[src/rtl/spi_ram_param_if.sv]
// Command/response bundle between the SPI slave front end and spi_ram_param.
// The master side (SPI slave) drives command words; the slave side (RAM) returns
// read data and the status pulses.
interface spi_ram_param_if #(
    parameter int WORD_W = 8
) ();
    logic [WORD_W+1:0] din;
    logic              rx_valid;
    logic [WORD_W-1:0] dout;
    logic              tx_valid;
    logic              proto_err;
    logic              parity_err;

    modport master (
        output din, rx_valid,
        input  dout, tx_valid, proto_err, parity_err
    );

    modport slave (
        input  din, rx_valid,
        output dout, tx_valid, proto_err, parity_err
    );
endinterface

[src/rtl/spi_ram_param.sv]
// spi_ram_param: parametrised single-port RAM driven by the 2-bit SPI command
// protocol (00 write addr, 01 write data, 10 read addr, 11 read data).
// Optional feature macro: RAM_PARITY_EN adds a stored even-parity bit per word
// and reports mismatches on parity_err alongside tx_valid.
// ADDR_W must not exceed WORD_W and MEM_DEPTH must not exceed 2**ADDR_W.
module spi_ram_param #(
    parameter int WORD_W    = 8,
    parameter int ADDR_W    = 8,
    parameter int MEM_DEPTH = 256,
    parameter int AUTO_INC  = 1
) (
    input  logic           clk,
    input  logic           rst_n,
    spi_ram_param_if.slave bus
);

`ifdef RAM_PARITY_EN
    localparam int MEM_W = WORD_W + 1;
`else
    localparam int MEM_W = WORD_W;
`endif

    // Widened by one bit so MEM_DEPTH == 2**ADDR_W still compares correctly.
    localparam logic [ADDR_W:0]   DEPTH_C = (ADDR_W+1)'(MEM_DEPTH);
    localparam logic [ADDR_W-1:0] LAST_C  = ADDR_W'(MEM_DEPTH - 1);

    typedef enum logic {
        NO_ADDR  = 1'b0,
        ADDR_SET = 1'b1
    } ptr_state_t;

    logic [1:0]        opcode;
    logic [WORD_W-1:0] payload;
    logic [ADDR_W-1:0] cmd_addr;
    logic              addr_ok;

    assign opcode   = bus.din[WORD_W+1:WORD_W];
    assign payload  = bus.din[WORD_W-1:0];
    assign cmd_addr = payload[ADDR_W-1:0];
    assign addr_ok  = ({1'b0, cmd_addr} < DEPTH_C);

    // Index 0 is the write pointer (opcodes 00/01), index 1 the read pointer (10/11).
    logic [1:0]             fire;
    logic [1:0]             reject;
    logic [1:0][ADDR_W-1:0] ptr_all;

    // Both pointers share the same NO_ADDR/ADDR_SET behaviour; only the
    // opcode high bit selecting them differs.
    generate
        for (genvar gi = 0; gi < 2; gi++) begin : g_ptr
            localparam logic SEL = (gi == 1);

            ptr_state_t        state_q, state_d;
            logic [ADDR_W-1:0] ptr_q, ptr_d;
            logic              addr_cmd, data_cmd;
            logic              fire_c, reject_c;

            assign addr_cmd = bus.rx_valid && (opcode == {SEL, 1'b0});
            assign data_cmd = bus.rx_valid && (opcode == {SEL, 1'b1});

            // Pointer state and address register.
            always_ff @(posedge clk or negedge rst_n) begin
                if (!rst_n) begin
                    state_q <= NO_ADDR;
                    ptr_q   <= '0;
                end else begin
                    state_q <= state_d;
                    ptr_q   <= ptr_d;
                end
            end

            // Address load/reject, data-command acceptance and auto-increment.
            always_comb begin
                state_d  = state_q;
                ptr_d    = ptr_q;
                fire_c   = 1'b0;
                reject_c = 1'b0;
                if (addr_cmd) begin
                    if (addr_ok) begin
                        state_d = ADDR_SET;
                        ptr_d   = cmd_addr;
                    end else begin
                        // Rejected address drops the pointer but keeps its value.
                        state_d  = NO_ADDR;
                        reject_c = 1'b1;
                    end
                end else if (data_cmd) begin
                    if (state_q == ADDR_SET) begin
                        fire_c = 1'b1;
                        if (AUTO_INC != 0) begin
                            ptr_d = (ptr_q == LAST_C) ? '0 : ptr_q + 1'b1;
                        end
                    end else begin
                        reject_c = 1'b1;
                    end
                end
            end

            assign fire[gi]    = fire_c;
            assign reject[gi]  = reject_c;
            assign ptr_all[gi] = ptr_q;
        end
    endgenerate

    logic              wr_fire, rd_fire;
    logic [ADDR_W-1:0] wa, ra;

    assign wr_fire = fire[0];
    assign rd_fire = fire[1];
    assign wa      = ptr_all[0];
    assign ra      = ptr_all[1];

    logic [MEM_W-1:0] mem_q [MEM_DEPTH];
    logic [MEM_W-1:0] wr_word;
    logic [MEM_W-1:0] rd_word;

`ifdef RAM_PARITY_EN
    assign wr_word = {^payload, payload};
`else
    assign wr_word = payload;
`endif
    assign rd_word = mem_q[ra];

    // Storage array; contents survive reset.
    always_ff @(posedge clk) begin
        if (wr_fire) begin
            mem_q[wa] <= wr_word;
        end
    end

    logic [WORD_W-1:0] dout_q;
    logic              tx_valid_q;
    logic              proto_err_q;

    // Registered read port and status pulses; dout holds between reads.
    always_ff @(posedge clk or negedge rst_n) begin
        if (!rst_n) begin
            dout_q      <= '0;
            tx_valid_q  <= 1'b0;
            proto_err_q <= 1'b0;
        end else begin
            tx_valid_q  <= rd_fire;
            proto_err_q <= |reject;
            if (rd_fire) begin
                dout_q <= rd_word[WORD_W-1:0];
            end
        end
    end

    assign bus.dout      = dout_q;
    assign bus.tx_valid  = tx_valid_q;
    assign bus.proto_err = proto_err_q;

`ifdef RAM_PARITY_EN
    logic parity_err_q;

    // Stored word includes its even-parity bit, so a clean word XORs to 0.
    always_ff @(posedge clk or negedge rst_n) begin
        if (!rst_n) begin
            parity_err_q <= 1'b0;
        end else begin
            parity_err_q <= rd_fire && (^rd_word);
        end
    end

    assign bus.parity_err = parity_err_q;
`else
    assign bus.parity_err = 1'b0;
`endif

endmodule

[src/flat_wrapper.sv]
// flat-port wrapper written by rule: the top's interface ports become plain ports
module spi_ram_param_flat 
#(
    parameter int WORD_W    = 8,
    parameter int ADDR_W    = 8,
    parameter int MEM_DEPTH = 256,
    parameter int AUTO_INC  = 1
)
  (clk, rst_n, bus_din, bus_rx_valid, bus_dout, bus_tx_valid, bus_proto_err, bus_parity_err);
  spi_ram_param_if #(.WORD_W(WORD_W)) bus_i ();
  input  logic clk;
  input  logic rst_n;
  input wire logic [$bits(bus_i.din)-1:0] bus_din;
  input wire logic [$bits(bus_i.rx_valid)-1:0] bus_rx_valid;
  output wire logic [$bits(bus_i.dout)-1:0] bus_dout;
  output wire logic [$bits(bus_i.tx_valid)-1:0] bus_tx_valid;
  output wire logic [$bits(bus_i.proto_err)-1:0] bus_proto_err;
  output wire logic [$bits(bus_i.parity_err)-1:0] bus_parity_err;
  assign bus_i.din = bus_din;
  assign bus_i.rx_valid = bus_rx_valid;
  assign bus_dout = bus_i.dout;
  assign bus_tx_valid = bus_i.tx_valid;
  assign bus_proto_err = bus_i.proto_err;
  assign bus_parity_err = bus_i.parity_err;
  spi_ram_param #(.WORD_W(WORD_W), .ADDR_W(ADDR_W), .MEM_DEPTH(MEM_DEPTH), .AUTO_INC(AUTO_INC)) u_core (.clk(clk), .rst_n(rst_n), .bus(bus_i));
endmodule
[config.mk]
export PLATFORM = sky130hd
export DESIGN_NAME = spi_ram_param_flat
export DESIGN_NICKNAME = d
export VERILOG_FILES = /design/src/rtl/spi_ram_param_if.sv /design/src/rtl/spi_ram_param.sv /design/src/flat_wrapper.sv
export SDC_FILE = /design/constraint.sdc
export NUM_CORES = 2
export LEC_CHECK = 0
export ABC_AREA = 1
export CORE_MARGIN = 4
export CORE_UTILIZATION = 25
export CTS_BUF_LIST = sky130_fd_sc_hd__clkbuf_8
export DETAILED_ROUTE_END_ITERATION = 8
export RECOVER_POWER = 25
export SLEW_MARGIN = 20
export SYNTH_ARGS = -nofsm -noshare
export SYNTH_HDL_FRONTEND = slang
export SYNTH_SLANG_ARGS = --single-unit
[constraint.sdc]
create_clock -name clk -period 2.25 [get_ports clk]
set_clock_uncertainty 0.1 [all_clocks]
set_input_delay 0.3375 -clock clk [delete_from_list [all_inputs] [get_ports clk]]
set_output_delay 0.3375 -clock clk [all_outputs]
set_load 0.005 [all_outputs]
# ---- Yosys cells after proc, flatten, opt, wreduce, memory -nomap -nowiden
# Memories as Yosys holds them, arrays and structs flattened. A register that Yosys moved wholly into a read port is not among the register bits.
# Index checks and enable logic that the tools add are counted.
dict set report totals {
  register_bits 20
  latch_bits 0
  ramBits 2048
  rom_bits 0
  input_bits 13
  mem_count 1
}
dict set report op_classes {
  n_addsub 2
  n_mul 0
  n_div 0
  order_cmp 0
  eq_ne 5
  shifts 0
  n_mux 22
  bitwise 0
  n_reduce_logical 13
}
# memory words word_bits rd rd_clocked_by_memory_dff wr line
set memory_table {}
lappend memory_table {u_core.mem_q 256 8 1 1 1 spi_ram_param.sv:113} ;# logic [MEM_W-1:0] mem_q [MEM_DEPTH];
# operator count
set op_table {}
lappend op_table {{two-way mux 8 bit} 8}
lappend op_table {{adder 8 x 1 -> 8 bit, second input constant} 2}
lappend op_table {{equality test 8 bit, second input constant} 2}
lappend op_table {{two-way mux 1 bit} 14}
lappend op_table {{nonzero test 2 bit} 4}
lappend op_table {{equality test 2 bit, second input constant} 2}
lappend op_table {{logical AND 1 bit} 4}
lappend op_table {{AND reduction 2 bit} 2}
lappend op_table {{equality test 2 x 1 -> 1 bit, second input constant} 1}
lappend op_table {{logical NOT 2 bit} 1}
lappend op_table {{OR reduction 2 bit} 1}
lappend op_table {{logical NOT 1 bit} 1}

# ---- Longest topological paths before layout
dict set report logic_depth {
  ltp_word 6
  mapped_depth 15
  ltp_nobuf 13
}

# ---- Worst setup path after synthesis
# Ideal clock, no wire load.
dict set report synth_path {
  path_type {input to register}
  start {input port bus_din[8]}
  end {memory u_core.mem_q[104][0] (netlist bit) (enable)}
  t_arrival_ps 1729
  setup_slack_ps 51
  cell_stages 9
  n_path_buf 1
  path_cell_list {inv_1 > nor3_1 > inv_1 > nor2_4 > inv_2 > nor2_4 > nand2_1 > buf_2 > nor2_1}
}
dict set report synth_between {
  elab_chain_len 6
  elab_cells_between_ends 8
}
# item line
set synth_rtl {}
lappend synth_rtl {{start, declared} flat_wrapper.sv:13} ;# input wire logic [$bits(bus_i.din)-1:0] bus_din;
lappend synth_rtl {{equality test 2 x 1 -> 1 bit} spi_ram_param.sv:59} ;# assign data_cmd = bus.rx_valid && (opcode == {SEL, 1'b1});
lappend synth_rtl {{logical AND 1 bit} spi_ram_param.sv:59}
lappend synth_rtl {{two-way mux 1 bit} spi_ram_param.sv:87} ;# end else if (data_cmd) begin
lappend synth_rtl {{two-way mux 1 bit *} spi_ram_param.sv:78} ;# if (addr_cmd) begin
lappend synth_rtl {{two-way mux 1 bit *} spi_ram_param.sv:126} ;# if (wr_fire) begin
lappend synth_rtl {{two-way mux 1 bit (implied by the code) *} spi_ram_param.sv:127} ;# mem_q[wa] <= wr_word;
lappend synth_rtl {{end, declared} spi_ram_param.sv:113}
# Every way passes the cells marked *; elsewhere a longest branch is shown, timed or not.

==> run summary <==
status: complete, but fails checks
failing checks: max-capacitance violations, max-slew violations, negative setup slack
number of global-route vias before repair: 59.64k
final WL: 267100 um
crit share post-route: 111.7%
HP Class: primary input to flop
TritonCTS clock tree: built
first-pass GRT wire length: 386500 um
Psw: 35.22 mW
grt total ovfl: 0
initial antenna violation count: 5
Sinks on Clock Net: 2076
Die Ht: 590.8 um
share of layout cells above drive strength 1: 19.44%
most common cell after layout, fill and taps aside: nand2_1
worst skew pair latency: 1.03 ns
worst-path fanout max: 7
via count: 60.43k
Die Wd: 590.8 um
Setup Viol. Count Final: 192
Synth Net Count: 7257
fmax: 0.3977 GHz
Distinct cells, synth: 30
Leakage: 37.95 nW
Detail Route Antenna Nets: 0
Net Sw Frac: 33.53%
startpoint type of the worst setup path: flop
Syn Area/Cell: 11.73 um^2
final hold viol count: 0
CP Capture Type: flop
RSZ-0062 raised after global routing: yes
Seq cells post-synth: 2076
DR pass1 iterations: 6
Clk network pwr share: 29.0%
vias per inst: 4.785
power per standard cell area: 993.3 nW/um^2
most frequent cells in the layout: nand2_1, edfxtp_1, nand3_1, buf_4, clkbuf_8
pre-CTS WS: -0.7484 ns
Post-Syn Area: 84910 um^2
worst setup margin: -0.2643 ns
drc violations: 0
Critical Path RT: 3.07 ns
Ports: 24
maximum vdd drop: 0.5882 mV
Seq/Total Area, Yosys: 73.26%
P_int: 69.81 mW
max-cap violations: 1
Die ar.: 349000 um^2
cells after synthesis: 7239
Slew Limit Headroom: -25.92%
Reg power frac: 40.9%
total CTS buffers: 334
Clock transition at path regs: 0.07 ns
Final nets: 7900
synth warn: 0
Final Cell Area: 105700 um^2
num rows: 213
DP Area: 95310 um^2
Avg WL per Cell: 21.15 um
routability-driven placement congestion ratio: 0.9192
Clock Path Buffers: 4
CTS Root Cell: clkbuf_8
Initial Utilization: 25.17%
largest net degree at the start of global routing: 68
port bufs: 22
critical path data arrival time: 3.34 ns
worst slew pin tran: 1.889 ns
hpwl dp: 162200 um
Final min period: 2.514 ns
H-tree depth: 5
WHS: 0.1831 ns
GRT Util Overall: 14.66%
Iter 0 DRT Violations: 7219
Fill cells: 33.67k
area growth from synthesis to final layout: 24.55%
core area: 337400 um^2
Comb pwr share: 30.1%
setup_tns: -10.50 ns
Max Slew Vio Count: 22
Setup Crit Path Kind: flop to flop
## cell usage after synthesis
cell / number / area [um^2]
buf_1: 46 / 172.7
nand4_1: 4 / 25.02
nand2_1: 2197 / 8247
o211ai_1: 38 / 285.3
o22ai_1: 1 / 6.260
a22oi_1: 3 / 22.52
buf_6: 2 / 22.52
buf_4: 39 / 292.8
clkbuf_1: 112 / 420.4
inv_2: 3 / 11.26
a311oi_1: 1 / 8.760
a21oi_1: 2 / 10.01
xnor2_1: 1 / 8.760
xor2_1: 2 / 17.52
o21ai_0: 42 / 210.2
edfxtp_1: 2048 / 61500
inv_1: 111 / 416.7
buf_2: 290 / 1451
conb_1: 1 / 3.750
or2_2: 16 / 100.1
dfrtp_1: 28 / 700.7
nand3_1: 1890 / 9459
nor3_1: 5 / 25.02
ha_1: 5 / 62.56
nor2_4: 4 / 45.04
clkinv_1: 3 / 11.26
o31ai_1: 1 / 7.510
nand3_2: 6 / 60.06
o221ai_1: 7 / 61.31
nor2_1: 331 / 1242
## sequential cells by signal (all words and copies together) (netlist names)
signal,flops
u_core.bus.proto_err,1
u_core.g_ptr.state_q,2
u_core.g_ptr.ptr_q,16
u_core.mem_q,2048
u_core.bus.tx_valid,1
u_core.bus.dout,8
## routing by layer
layer	GRT usage (%)	part of all wire, %	vias to the layer above
met5	0	0	-
met4	7.087	5.0	0
met3	2.477	8.6	611
met2	24.18	47	3293
met1	18.70	39	29633
li1	-	-	26895
## power groups by stage
stage          Combinational (mW)  Clock, mW  Sequential [mW]
6_report                     31.6       30.5             43.0
2_1_floorplan                14.1          0             43.6
3_3_place_gp                 24.2          0             43.8
4_1_cts                      29.7       31.0             43.0
5_1_grt                      33.5       32.9             43.0
3_5_place_dp                 24.4          0             43.8
## final cells by class
cell class | count | area (um^2) | share of cell area [%]
Timing Repair inverter | 2 | 31.28 | 0.02958
Antenna cell | 2 | 5.005 | 0.004733
Clock inverter | 228 | 1439 | 1.361
Inverter | 117 | 473.0 | 0.4472
Sequential cell | 2076 | 62220 | 58.84
Clock buffer | 338 | 4652 | 4.399
Multi-Input combinational cell | 4557 | 22380 | 21.17
Timing Repair Buffer | 794 | 8895 | 8.411
Tap cell | 4515 | 5649 | 5.342
## per-stage QoR
stage | util [%] | std cells | power, mW
2_1_floorplan | - | 7239 | 57.74
3_3_place_gp | 28.25 | 11958 | 68.03
3_5_place_dp | 28.25 | 11958 | 68.23
4_1_cts | 31.18 | 12605 | 103.8
5_1_grt | 31.34 | 12628 | 109.4
6_report | 31.34 | 12629 | 105.0
## logic make-up after synthesis
family	after synthesis	share of synthesized area (%)
AO/OA/AOI/OAI	95	0.7206
XOR/XNOR	3	0.03095
adder cells (fa/ha/maj)	5	0.07368
buffers and inverters	606	3.296
flip-flops	2076	73.26
other	1	0.004417
AND/OR/NAND/NOR	4453	22.62
## critical path: stages, from the launching register on
cell and delay, ns:
dfrtp_4 0.51, buf_12 0.17, buf_16 0.16, buf_12 0.15
buf_4 0.16, nand2_1 0.07, nand3_1 0.09, nand3_1 0.15
nand3_1 0.14, nand3_2 0.17, nand3_4 0.12, nand3_4 0.12
nand3_4 0.14, nand3_2 0.09, nand2_1 0.05
## repair_timing
| item | in CTS | in global routing |
|---|---|---|
| endpoints found under the setup margin | 24 | 14 |
| cloned | 37 | 13 |
| hold buffers | 11 | 0 |
| hold endpoints to repair | 2092 | 0 |
| buffers inserted | 35 | 10 |
| gates resized for setup | 474 | 166 |
| pin swaps | 99 | 61 |
## path summary, 6_finish.rpt
path                       cells after the start                              endpoint                            startpoint  slack (ns)
min in group asynchronous                      4        u_core.bus.proto_err$_DFF_PN0_                                 rst_n        0.52
min                                            5  u_core.g_ptr[0].ptr_q[1]$_DFFE_PN0P_                            bus_din[8]        0.18
max                                           14        u_core.bus.dout[0]$_DFFE_PN0P_  u_core.g_ptr[1].ptr_q[0]$_DFFE_PN0P_       -0.26
min reg2reg                                    2        u_core.bus.dout[5]$_DFFE_PN0P_        u_core.bus.dout[5]$_DFFE_PN0P_        0.41
max reg2reg                                   14        u_core.bus.dout[0]$_DFFE_PN0P_  u_core.g_ptr[1].ptr_q[0]$_DFFE_PN0P_       -0.26
max in group asynchronous                      4  u_core.g_ptr[1].ptr_q[0]$_DFFE_PN0P_                                 rst_n        0.75
No activity file was read; power rests on OpenSTA's default activity.
